$ cat src/rtl/k_phase_pkg.sv
// -----------------------------------------------------------------------------
// k_phase_pkg
//   Shared helpers for the pipelined k-phase rotator.
//   - phase_sum     : pre-direction phase (optionally accumulated), wrapped to
//                     the word length. This is the value the accumulator keeps.
//   - phase_resolve : phase_sum with the rotate direction applied. The result
//                     is a right-rotate amount.
//   - layer_first / layer_last : barrel-layer range owned by a pipeline stage.
//                     Layers are spread evenly, and any remainder goes to the
//                     earliest stages.
//   The phase helpers work on 32-bit values and take the word-length log2 as an
//   argument, so any legal BITSTREAM can share them.
// -----------------------------------------------------------------------------
package k_phase_pkg;

   localparam int DEF_BITSTREAM = 64;
   localparam int LOG2_BS       = $clog2(DEF_BITSTREAM);

   function automatic logic [31:0] phase_sum(input logic [31:0] k,
                                             input logic [31:0] acc,
                                             input logic        acc_en,
                                             input int          log2_bs);
      logic [31:0] mask;
      mask = (32'd1 << log2_bs) - 32'd1;
      if (acc_en) return (acc + k) & mask;
      else        return k & mask;
   endfunction

   function automatic logic [31:0] phase_resolve(input logic [31:0] k,
                                                 input logic [31:0] acc,
                                                 input logic        dir,
                                                 input logic        acc_en,
                                                 input int          log2_bs);
      logic [31:0] mask;
      logic [31:0] e;
      mask = (32'd1 << log2_bs) - 32'd1;
      e    = phase_sum(k, acc, acc_en, log2_bs);
      // A left rotate by e is a right rotate by (N - e) mod N.
      if (dir) return (32'd0 - e) & mask;
      else     return e;
   endfunction

   function automatic int layer_first(input int stage, input int n_layers,
                                      input int n_stages);
      int base;
      int rem;
      base = n_layers / n_stages;
      rem  = n_layers % n_stages;
      return stage * base + ((stage < rem) ? stage : rem);
   endfunction

   function automatic int layer_last(input int stage, input int n_layers,
                                     input int n_stages);
      return layer_first(stage + 1, n_layers, n_stages) - 1;
   endfunction

endpackage

$ cat src/rtl/k_phase_rot_pipe_layers.sv
// -----------------------------------------------------------------------------
// k_rot_layers
//   Combinational right-rotate of one word through barrel layers LO..HI.
//   Layer j rotates the word by 2^j when bit j of the rotate amount is set.
//   Ports:
//     d_i  : input word
//     sh_i : rotate-amount bits HI..LO (sh_i[0] is layer LO)
//     q_o  : rotated word
// -----------------------------------------------------------------------------
module k_rot_layers #(
   parameter int W  = 64,
   parameter int LO = 0,
   parameter int HI = 0
) (
   input  logic [W-1:0]     d_i,
   input  logic [HI-LO:0]   sh_i,
   output logic [W-1:0]     q_o
);

   logic [W-1:0] v;

   always_comb begin
      v = d_i;
      for (int j = LO; j <= HI; j++) begin
         if (sh_i[j-LO]) v = (v >> (1 << j)) | (v << (W - (1 << j)));
      end
   end

   assign q_o = v;

endmodule

$ cat src/rtl/k_phase_rot_pipe.sv
// -----------------------------------------------------------------------------
// k_phase_rot_pipe
//   Multi-channel pipelined phase rotator for stochastic bitstreams. It rotates
//   each channel word by its own phase k, either right or left. The phase can
//   optionally be added to a per-channel accumulator. The rotator sits between
//   the bitstream generators and the stochastic arithmetic array.
//
//   Ports:
//     clk, rst_n   : clock; asynchronous active-low reset
//     in_valid     : input transaction valid
//     in_ready     : input transaction accepted this cycle
//     in_bits      : CHANNELS packed words, channel c at [c*BITSTREAM +: BITSTREAM]
//     k            : per-channel phase, packed the same way (K_WIDTH each)
//     dir          : 0 = rotate right, 1 = rotate left (all channels)
//     acc_en       : rotate by accumulator + k and store the new sum
//     acc_clr      : clear all accumulators at the next edge
//     out_valid    : output transaction valid
//     out_ready    : downstream accepts
//     out_bits     : rotated words
//
//   Handshake: a transfer happens on a rising edge where valid and ready are
//   both 1. A valid is never withdrawn while its ready is 0. in_ready is derived
//   only from out_ready and the stage valids, never from in_valid. out_bits
//   holds steady while out_valid=1 and out_ready=0.
//
//   Stage 0 registers the resolved rotate amount with the data. Each stage
//   applies its slice of the barrel layers in front of its register. A stage
//   loads when it is empty or when its successor loads, so bubbles collapse.
// -----------------------------------------------------------------------------
module k_phase_rot_pipe
   import k_phase_pkg::*;
#(
   parameter int BITSTREAM   = DEF_BITSTREAM,
   parameter int CHANNELS    = 4,
   parameter int K_WIDTH     = $clog2(BITSTREAM),
   parameter int PIPE_STAGES = 2
) (
   input  logic                          clk,
   input  logic                          rst_n,
   input  logic                          in_valid,
   output logic                          in_ready,
   input  logic [CHANNELS*BITSTREAM-1:0] in_bits,
   input  logic [CHANNELS*K_WIDTH-1:0]   k,
   input  logic                          dir,
   input  logic                          acc_en,
   input  logic                          acc_clr,
   output logic                          out_valid,
   input  logic                          out_ready,
   output logic [CHANNELS*BITSTREAM-1:0] out_bits
);

   localparam int LB = $clog2(BITSTREAM);

   // Phase resolve and accumulators.
   logic [LB-1:0] km    [CHANNELS];
   logic [LB-1:0] e_sum [CHANNELS];
   logic [LB-1:0] e_res [CHANNELS];
   logic [LB-1:0] acc_q [CHANNELS];

   for (genvar c = 0; c < CHANNELS; c++) begin : g_resolve
      // k mod BITSTREAM is simply the low LB bits of the phase field.
      assign km[c]    = k[c*K_WIDTH +: LB];
      assign e_sum[c] = LB'(phase_sum(32'(km[c]), 32'(acc_q[c]), acc_en, LB));
      assign e_res[c] = LB'(phase_resolve(32'(km[c]), 32'(acc_q[c]), dir,
                                          acc_en, LB));
   end

   logic in_hs;
   assign in_hs = in_valid && in_ready;

   // A clear wins over an update. The transaction in a clear cycle still
   // rotates by the old accumulator, because e_res is taken from acc_q.
   always_ff @(posedge clk or negedge rst_n) begin
      if (!rst_n) begin
         for (int c = 0; c < CHANNELS; c++) acc_q[c] <= '0;
      end else if (acc_clr) begin
         for (int c = 0; c < CHANNELS; c++) acc_q[c] <= '0;
      end else if (in_hs && acc_en) begin
         for (int c = 0; c < CHANNELS; c++) acc_q[c] <= e_sum[c];
      end
   end

   // Pipeline stages.
   logic [PIPE_STAGES-1:0] vld_q;
   logic [PIPE_STAGES-1:0] vin;
   logic [PIPE_STAGES-1:0] load;
   logic [BITSTREAM-1:0]   dat_q [PIPE_STAGES][CHANNELS];
   logic [BITSTREAM-1:0]   dat_d [PIPE_STAGES][CHANNELS];
   logic [LB-1:0]          er_q  [PIPE_STAGES][CHANNELS];
   logic [LB-1:0]          er_d  [PIPE_STAGES][CHANNELS];

   always_comb begin
      load = '0;
      vin  = '0;
      load[PIPE_STAGES-1] = !vld_q[PIPE_STAGES-1] || out_ready;
      for (int s = PIPE_STAGES - 2; s >= 0; s--) begin
         load[s] = !vld_q[s] || load[s+1];
      end
      vin[0] = in_valid;
      for (int s = 1; s < PIPE_STAGES; s++) vin[s] = vld_q[s-1];
   end

   assign in_ready = load[0];

   for (genvar s = 0; s < PIPE_STAGES; s++) begin : g_stage
      localparam int LO = layer_first(s, LB, PIPE_STAGES);
      localparam int HI = layer_last(s, LB, PIPE_STAGES);
      for (genvar c = 0; c < CHANNELS; c++) begin : g_ch
         logic [BITSTREAM-1:0] src_dat;
         logic [LB-1:0]        src_er;
         if (s == 0) begin : g_head
            assign src_dat = in_bits[c*BITSTREAM +: BITSTREAM];
            assign src_er  = e_res[c];
         end else begin : g_body
            assign src_dat = dat_q[s-1][c];
            assign src_er  = er_q[s-1][c];
         end
         assign er_d[s][c] = src_er;
         k_rot_layers #(
            .W  (BITSTREAM),
            .LO (LO),
            .HI (HI)
         ) u_rot (
            .d_i  (src_dat),
            .sh_i (src_er[HI:LO]),
            .q_o  (dat_d[s][c])
         );
      end
   end

   always_ff @(posedge clk or negedge rst_n) begin
      if (!rst_n) begin
         vld_q <= '0;
         for (int s = 0; s < PIPE_STAGES; s++) begin
            for (int c = 0; c < CHANNELS; c++) begin
               dat_q[s][c] <= '0;
               er_q[s][c]  <= '0;
            end
         end
      end else begin
         for (int s = 0; s < PIPE_STAGES; s++) begin
            if (load[s]) begin
               vld_q[s] <= vin[s];
               // Payload is only captured for real transactions. A bubble
               // leaves the old contents in place.
               if (vin[s]) begin
                  for (int c = 0; c < CHANNELS; c++) begin
                     dat_q[s][c] <= dat_d[s][c];
                     er_q[s][c]  <= er_d[s][c];
                  end
               end
            end
         end
      end
   end

   assign out_valid = vld_q[PIPE_STAGES-1];

   for (genvar c = 0; c < CHANNELS; c++) begin : g_out
      assign out_bits[c*BITSTREAM +: BITSTREAM] = dat_q[PIPE_STAGES-1][c];
   end

endmodule

$ cat config.mk
export PLATFORM = sky130hd
export DESIGN_NAME = k_phase_rot_pipe
export DESIGN_NICKNAME = d
export VERILOG_FILES = /design/src/rtl/k_phase_pkg.sv /design/src/rtl/k_phase_rot_pipe_layers.sv /design/src/rtl/k_phase_rot_pipe.sv
export SDC_FILE = /design/constraint.sdc
export NUM_CORES = 2
export LEC_CHECK = 0
export CORE_ASPECT_RATIO = 1.75
export CORE_UTILIZATION = 30
export CTS_CLUSTER_SIZE = 16
export DETAILED_ROUTE_END_ITERATION = 10
export GPL_ROUTABILITY_DRIVEN = 0
export PLACE_DENSITY = 0.56
export SLEW_MARGIN = 15
export SYNTH_ARGS = -nofsm -noshare
export SYNTH_HDL_FRONTEND = slang
export SYNTH_SLANG_ARGS = --single-unit
$ cat constraint.sdc
create_clock -name clk -period 3.6 [get_ports clk]
set_clock_uncertainty 0.05 [all_clocks]
set_input_delay 0.72 -clock clk [delete_from_list [all_inputs] [get_ports clk]]
set_output_delay 0.72 -clock clk [all_outputs]
set_load 0.01 [all_outputs]
# Word-level counts from Yosys, hierarchy flattened
# Cells that the tools add are included.
# totals
register_bits	562
latch_bits	0
mem_bits_rw	0
romBits	0
output_inout_bits	258
elab_cells	93
memories	0
# classes
addsub	8
multipliers	0
n_div	0
n_lt_le_gt_ge	0
eq_ne	0
n_shift	0
muxes	34
n_bitwise	24
n_reduce_logical	9
# op_table
op	n
$mux W64	24
$or A32 B64 Y64	4
$or A48 B64 Y64	4
$or A56 B64 Y64	4
$or A60 B64 Y64	4
$or A62 B64 Y64	4
$or A63 B64 Y64	4
$mux W24	2
$mux W6	8
$add A6 B6 Y6	4
$sub A1 B6 Y6 const A	4
$reduce_and A2 Y1	2
$logic_and A1 B1 Y1	2
$logic_not A1 Y1	2
$logic_or A1 B1 Y1	2
$reduce_bool A2 Y1	1

# Longest topological paths before layout
# depth
depth_word	9
depth_mapped	15

# Hierarchy
# Synthesis repeated with hierarchy kept, for this count alone.
# hier_totals
hier_cells	3157
area_unflattened_um2	41018.1
# modules_own_cells
module	n_inst	cells_each	area_each_um2	seq_area_each_um2
k_phase_rot_pipe	1	1965	22098.7	13763.2
k_rot_layers (g_stage[1].g_ch[0].u_rot ...)	4	149	2357.3	0.0
k_rot_layers (g_stage[0].g_ch[1].u_rot ...)	3	149	2368.5	0.0
k_rot_layers (g_stage[0].g_ch[0].u_rot)	1	149	2384.8	0.0

# Worst setup path before layout
# OpenSTA, ideal clock, no wires.
# synth_timing
kind	input to register
start	in k[6]
end	reg dat_q (netlist bit g_stage[1].g_ch[1].src_dat[10])
setup_time_ns	0.127
arrival_time_ns	3.345
required_ns	3.423
slack_ns	0.078
path_stages	15
n_path_buf	2
cell_sequence	ha_1 inv_1 fa_1 nor2b_1 or2_2 inv_1 ha_1 nand2b_1 o31ai_1 buf_2 buf_4 mux2i_1 mux2i_1 a222oi_1 inv_1
# synth_between
elab_chain_len	9
# synth_rtl
element	line	rtl
start: declaration	k_phase_rot_pipe.sv:43	input logic [CHANNELS*K_WIDTH-1:0] k,
$add A6 B6 Y6	k_phase_pkg.sv:25	if (acc_en) return (acc + k) & mask;
$mux W6 *	k_phase_pkg.sv:25	
$sub A1 B6 Y6	k_phase_pkg.sv:39	if (dir) return (32'd0 - e) & mask;
$mux W6 *	k_phase_pkg.sv:39	
$mux W64	k_phase_rot_pipe_layers.sv:25	if (sh_i[j-LO]) v = (v >> (1 << j)) | (v << (W - (1 << j)));
$or A62 B64 Y64	k_phase_rot_pipe_layers.sv:25	
$mux W64	k_phase_rot_pipe_layers.sv:25	
$or A60 B64 Y64	k_phase_rot_pipe_layers.sv:25	
$mux W64 *	k_phase_rot_pipe_layers.sv:25	
end signal: indexed assignment	k_phase_rot_pipe.sv:148	dat_q[s][c] <= dat_d[s][c];
end: declaration	k_phase_rot_pipe.sv:87	logic [BITSTREAM-1:0] dat_q [PIPE_STAGES][CHANNELS];
# Every way passes the cells marked *; elsewhere a longest branch is shown, timed or not.
# A chain may end at the register's enable or synchronous reset.

# Worst setup path after layout
# layout_timing
start	in k[12]
end	reg dat_q (netlist bit g_stage[1].g_ch[2].src_dat[0])
# The elaborated chain is that of the path after synthesis.

==> implementation parameters <==
Parameter                              Value

Status
  Status    finished, violations left
  Violated checks    design-rule violations, negative hold slack

Global routing
  First-pass GRT wire length    199 mm
  Antenna violations before repair    19
  Number of global-route vias before repair    30,100
  Peak-usage layer in the global routing report    met2
  Met3 Usage GRT    4.05%
  GR Util met1    25.1%
  GRT overflow    0
  Largest net degree at the start of global routing    129
  Tot GR Track Use    21.5%
  GR met2 Demand/Resource    37.4%

Setup path
  Maximum fanout along the worst path    5
  Worst Path Arrival    4.03 ns
  Category of the worst setup path launch point    input port
  Register-to-register setup slack    0.12 ns
  Critical Path RT    4.09 ns
  Number of cells traversed by the worst register-to-register path    14
  End of the worst register-to-register path    g_stage[1].g_ch[0].src_dat[45]
  Critical path endpoint category    flop
  Worst r2r src    acc_q[18]
  Critical path start-end classification    in -> reg

Logic synthesis
  Async set-or-reset flop fraction in the synthesized netlist    100%
  Count of flip-flops with a built-in enable after synthesis    0
  Flip-flop and latch count after synthesis    550
  Unique cell type count in the Yosys netlist    55
  Gate Count Post-Synth    3,201
  Syn Area/Cell    11.4 µm²
  Post-Syn Nets    3,516
  Mapped cell area    36,500 µm²
  Syn. warnings    0
  Sequential area share after synthesis    37.7%
  Fraction of synthesized cell area taken by the top area cell type    37.7%
  Flip-flop cell with the highest count after synthesis    sky130_fd_sc_hd__dfrtp_1
  Post-synthesis cell type with the largest combined area    sky130_fd_sc_hd__dfrtp_1
  Cell types with the largest area share after synthesis    sky130_fd_sc_hd__dfrtp_1, sky130_fd_sc_hd__mux2i_1, sky130_fd_sc_hd__mux4_2

CTS
  Maximum level of the CTS H-tree    2
  Clock transition at the registers of the reported paths    0.06 ns
  CTS Buf Count    60
  Clock network latency to the later pin of the worst-skew pair    0.67 ns
  Number of hold buffers added after CTS    0
  Clock sink total    550
  Clock tree buffer depth    3
  CTS tree    done
  Clock tree root driver cell    sky130_fd_sc_hd__clkbuf_16

Place
  Buffers added on ports    544
  Placed inst area    44,500 µm²
  DP Wirelength    106 mm

Die
  Area of the core    121,000 µm²
  I/O pins    545
  Placement Rows    169
  Die area    123,000 µm²
  Height of the chip    464 µm
  Initial cell density of the core    30.2%
  Die Span X    266 µm

Timing
  Final critical-path required period    3.54 ns
  Max frequency    282 MHz
  Worst hold slack    -0.00495 ns
  Final hold vios    3
  Final period util    98.4%
  Pin slew with the least headroom to its limit    1.14 ns
  Setup tns final    0 ns
  RSZ-0062 raised after global routing    yes
  Slew Limit Fails    0
  Relative max-transition margin    24.3%
  Total of endpoints with negative setup slack in the final report    0

Cells and area
  Share of final-layout standard cells stronger than drive strength 1    19.1%
  Layout Cell Area excl Fill    47,800 µm²
  Combined area of the multi-input logic cells    21,100 µm²
  Sequential standard cell area    13,800 µm²
  Filler cell count    11,700
  Final-stage net count    4,021
  End-of-flow core utilization    39.6%
  Synth-to-layout area growth    31.0%

Drt
  Post-route DRC violation count    3
  Ratio of routed vias to standard cells    5.53
  Initial drt markers    3,141
  Wire per inst    25.5 µm
  Via count    29,800
  Number of nets still failing antenna checks after routing    0
  Pre-Repair DR Iteration Count    11
  Total Routed Length    138 mm

Worst hold path
  Worst hold path class    in -> async

Pwr
  Max IR drop VDD    0.424 mV
  Total power consumption of the routed design    0.0341 W
  Leakage Power    20.8 nW
  Power per unit of standard cell area    712 nW/µm²

Run
  Max Cap Violations    0
[worst max-delay path, stage by stage]
cell and delay (ns):
sky130_fd_sc_hd__clkdlybuf4s50_1 0.49, sky130_fd_sc_hd__ha_2 0.20, sky130_fd_sc_hd__inv_1 0.05, sky130_fd_sc_hd__fa_1 0.49
sky130_fd_sc_hd__nor2b_2 0.05, sky130_fd_sc_hd__buf_4 0.13, sky130_fd_sc_hd__buf_4 0.13, sky130_fd_sc_hd__o31ai_4 0.44
sky130_fd_sc_hd__buf_12 0.21, sky130_fd_sc_hd__buf_4 0.18, sky130_fd_sc_hd__mux2i_1 0.31, sky130_fd_sc_hd__mux2i_1 0.22
sky130_fd_sc_hd__a222oi_1 0.34, sky130_fd_sc_hd__inv_1 0.06
[where the power goes]
group / switching [W] / internal [W]
Clock: 0.00290 / 0.00402
Combinational: 0.00720 / 0.00828
Sequential: 0.00325 / 0.00842
Total: 0.0134 / 0.0207
[layout by cell type, fill, tap and decap left out, types with 7 or more instances in the layout]
cell,n
sky130_fd_sc_hd__mux4_2,256
sky130_fd_sc_hd__nand2_1,284
sky130_fd_sc_hd__nor2b_1,14
sky130_fd_sc_hd__ha_1,23
sky130_fd_sc_hd__buf_12,39
sky130_fd_sc_hd__dfrtp_1,538
sky130_fd_sc_hd__nand3_1,7
sky130_fd_sc_hd__mux2i_1,654
sky130_fd_sc_hd__dfrtp_4,8
sky130_fd_sc_hd__inv_1,274
sky130_fd_sc_hd__clkinv_4,7
sky130_fd_sc_hd__clkdlybuf4s50_1,540
sky130_fd_sc_hd__clkbuf_16,71
sky130_fd_sc_hd__xnor2_1,19
sky130_fd_sc_hd__nor2_1,40
sky130_fd_sc_hd__clkinv_2,9
sky130_fd_sc_hd__diode_2,7
sky130_fd_sc_hd__bufinv_16,10
sky130_fd_sc_hd__mux2i_2,92
sky130_fd_sc_hd__nand2b_1,8
sky130_fd_sc_hd__buf_6,11
sky130_fd_sc_hd__o21ai_0,273
sky130_fd_sc_hd__a211oi_1,25
sky130_fd_sc_hd__clkbuf_8,9
sky130_fd_sc_hd__mux2i_4,29
sky130_fd_sc_hd__o31ai_1,9
sky130_fd_sc_hd__buf_4,127
sky130_fd_sc_hd__a222oi_1,256
[kinds of logic after synthesis]
kind of cell	count (synthesis)	share of synthesized area (%)
DFF	550	37.7
xor gates and xnor gates	23	0.552
muxes	1032	37.2
AOI/OAI and AO/OA	593	12.1
and+or+nand+nor	405	4.75
buffers and inverters	570	6.66
adders and majority gates	28	1.04
[per-layer routing]
layer	vias to the layer above	part of all wire, %
li1	13300	-
met1	14800	38
met2	1373	50
met3	286	6.9
met4	22	5.4
met5	-	0.11
[cell usage after synthesis, types with 4 or more instances]
cell,count
sky130_fd_sc_hd__mux2i_1,772
sky130_fd_sc_hd__dfrtp_1,550
sky130_fd_sc_hd__nand2_1,286
sky130_fd_sc_hd__inv_1,276
sky130_fd_sc_hd__o21ai_0,273
sky130_fd_sc_hd__a222oi_1,256
sky130_fd_sc_hd__mux4_2,256
sky130_fd_sc_hd__clkbuf_1,140
sky130_fd_sc_hd__buf_2,83
sky130_fd_sc_hd__nor2_1,45
sky130_fd_sc_hd__buf_1,30
sky130_fd_sc_hd__buf_4,29
sky130_fd_sc_hd__a211oi_1,25
sky130_fd_sc_hd__ha_1,24
sky130_fd_sc_hd__xnor2_1,19
sky130_fd_sc_hd__nor2b_1,16
sky130_fd_sc_hd__o31ai_1,13
sky130_fd_sc_hd__nand2b_1,10
sky130_fd_sc_hd__buf_6,8
sky130_fd_sc_hd__nand3_1,7
sky130_fd_sc_hd__nor3_1,6
sky130_fd_sc_hd__or4_1,6
sky130_fd_sc_hd__and2_1,5
sky130_fd_sc_hd__a21o_1,4
sky130_fd_sc_hd__fa_1,4
sky130_fd_sc_hd__nand3b_1,4
sky130_fd_sc_hd__nor4bb_1,4
sky130_fd_sc_hd__xor2_1,4
[state kept, by name (all words and copies together) (netlist names)]
name / cells
g_stage.g_ch.src_er: 12
acc_q: 24
vld_q: 2
g_stage.g_ch.src_dat: 256
out_bits: 256
[through the flow]
step	cells	hold slack (ns)	setup slack, ns
floorplan	3201	0.374	0.0775
finish	5386	-0.00495	0.0589
global route	5380	0.00774	-0.00650
CTS	5362	0.00549	0.00510
global placement	5245	0.412	-0.781
detailed placement	5245	0.419	-0.855
[timing repair]
action,4_1_cts,5_1_grt
buffers inserted,4,3
pin swaps,0,65
setup endpoints to repair,37,200
cloned,2,14
gates resized for setup,14,145
[layout make-up]
| class | instances | area share [%] |
|---|---|---|
| multi-input cells | 2081 | 44.2 |
| flip-flops and latches | 550 | 28.8 |
| repair buffers | 736 | 16.0 |
| well taps | 1624 | 4.25 |
| clock buffers | 75 | 3.49 |
| inverters | 277 | 2.17 |
| clock inverters | 36 | 1.02 |
| diodes | 7 | 0.0366 |
[worst max-delay path by stage]
stage,startpoint,to,slack (ns)
final,k[12],g_stage[1].g_ch[2].src_dat[0],0.06
after floorplan,k[6],g_stage[1].g_ch[1].src_dat[10],0.08
after global routing,k[12],g_stage[1].g_ch[2].src_dat[28],-0.006
after global placement,k[6],g_stage[1].g_ch[1].src_dat[4],-0.78
after CTS,k[0],g_stage[1].g_ch[0].src_dat[18],0.005
after detailed placement,k[6],g_stage[1].g_ch[1].src_dat[59],-0.85
Note: power is estimated with default switching activity, not from simulation.
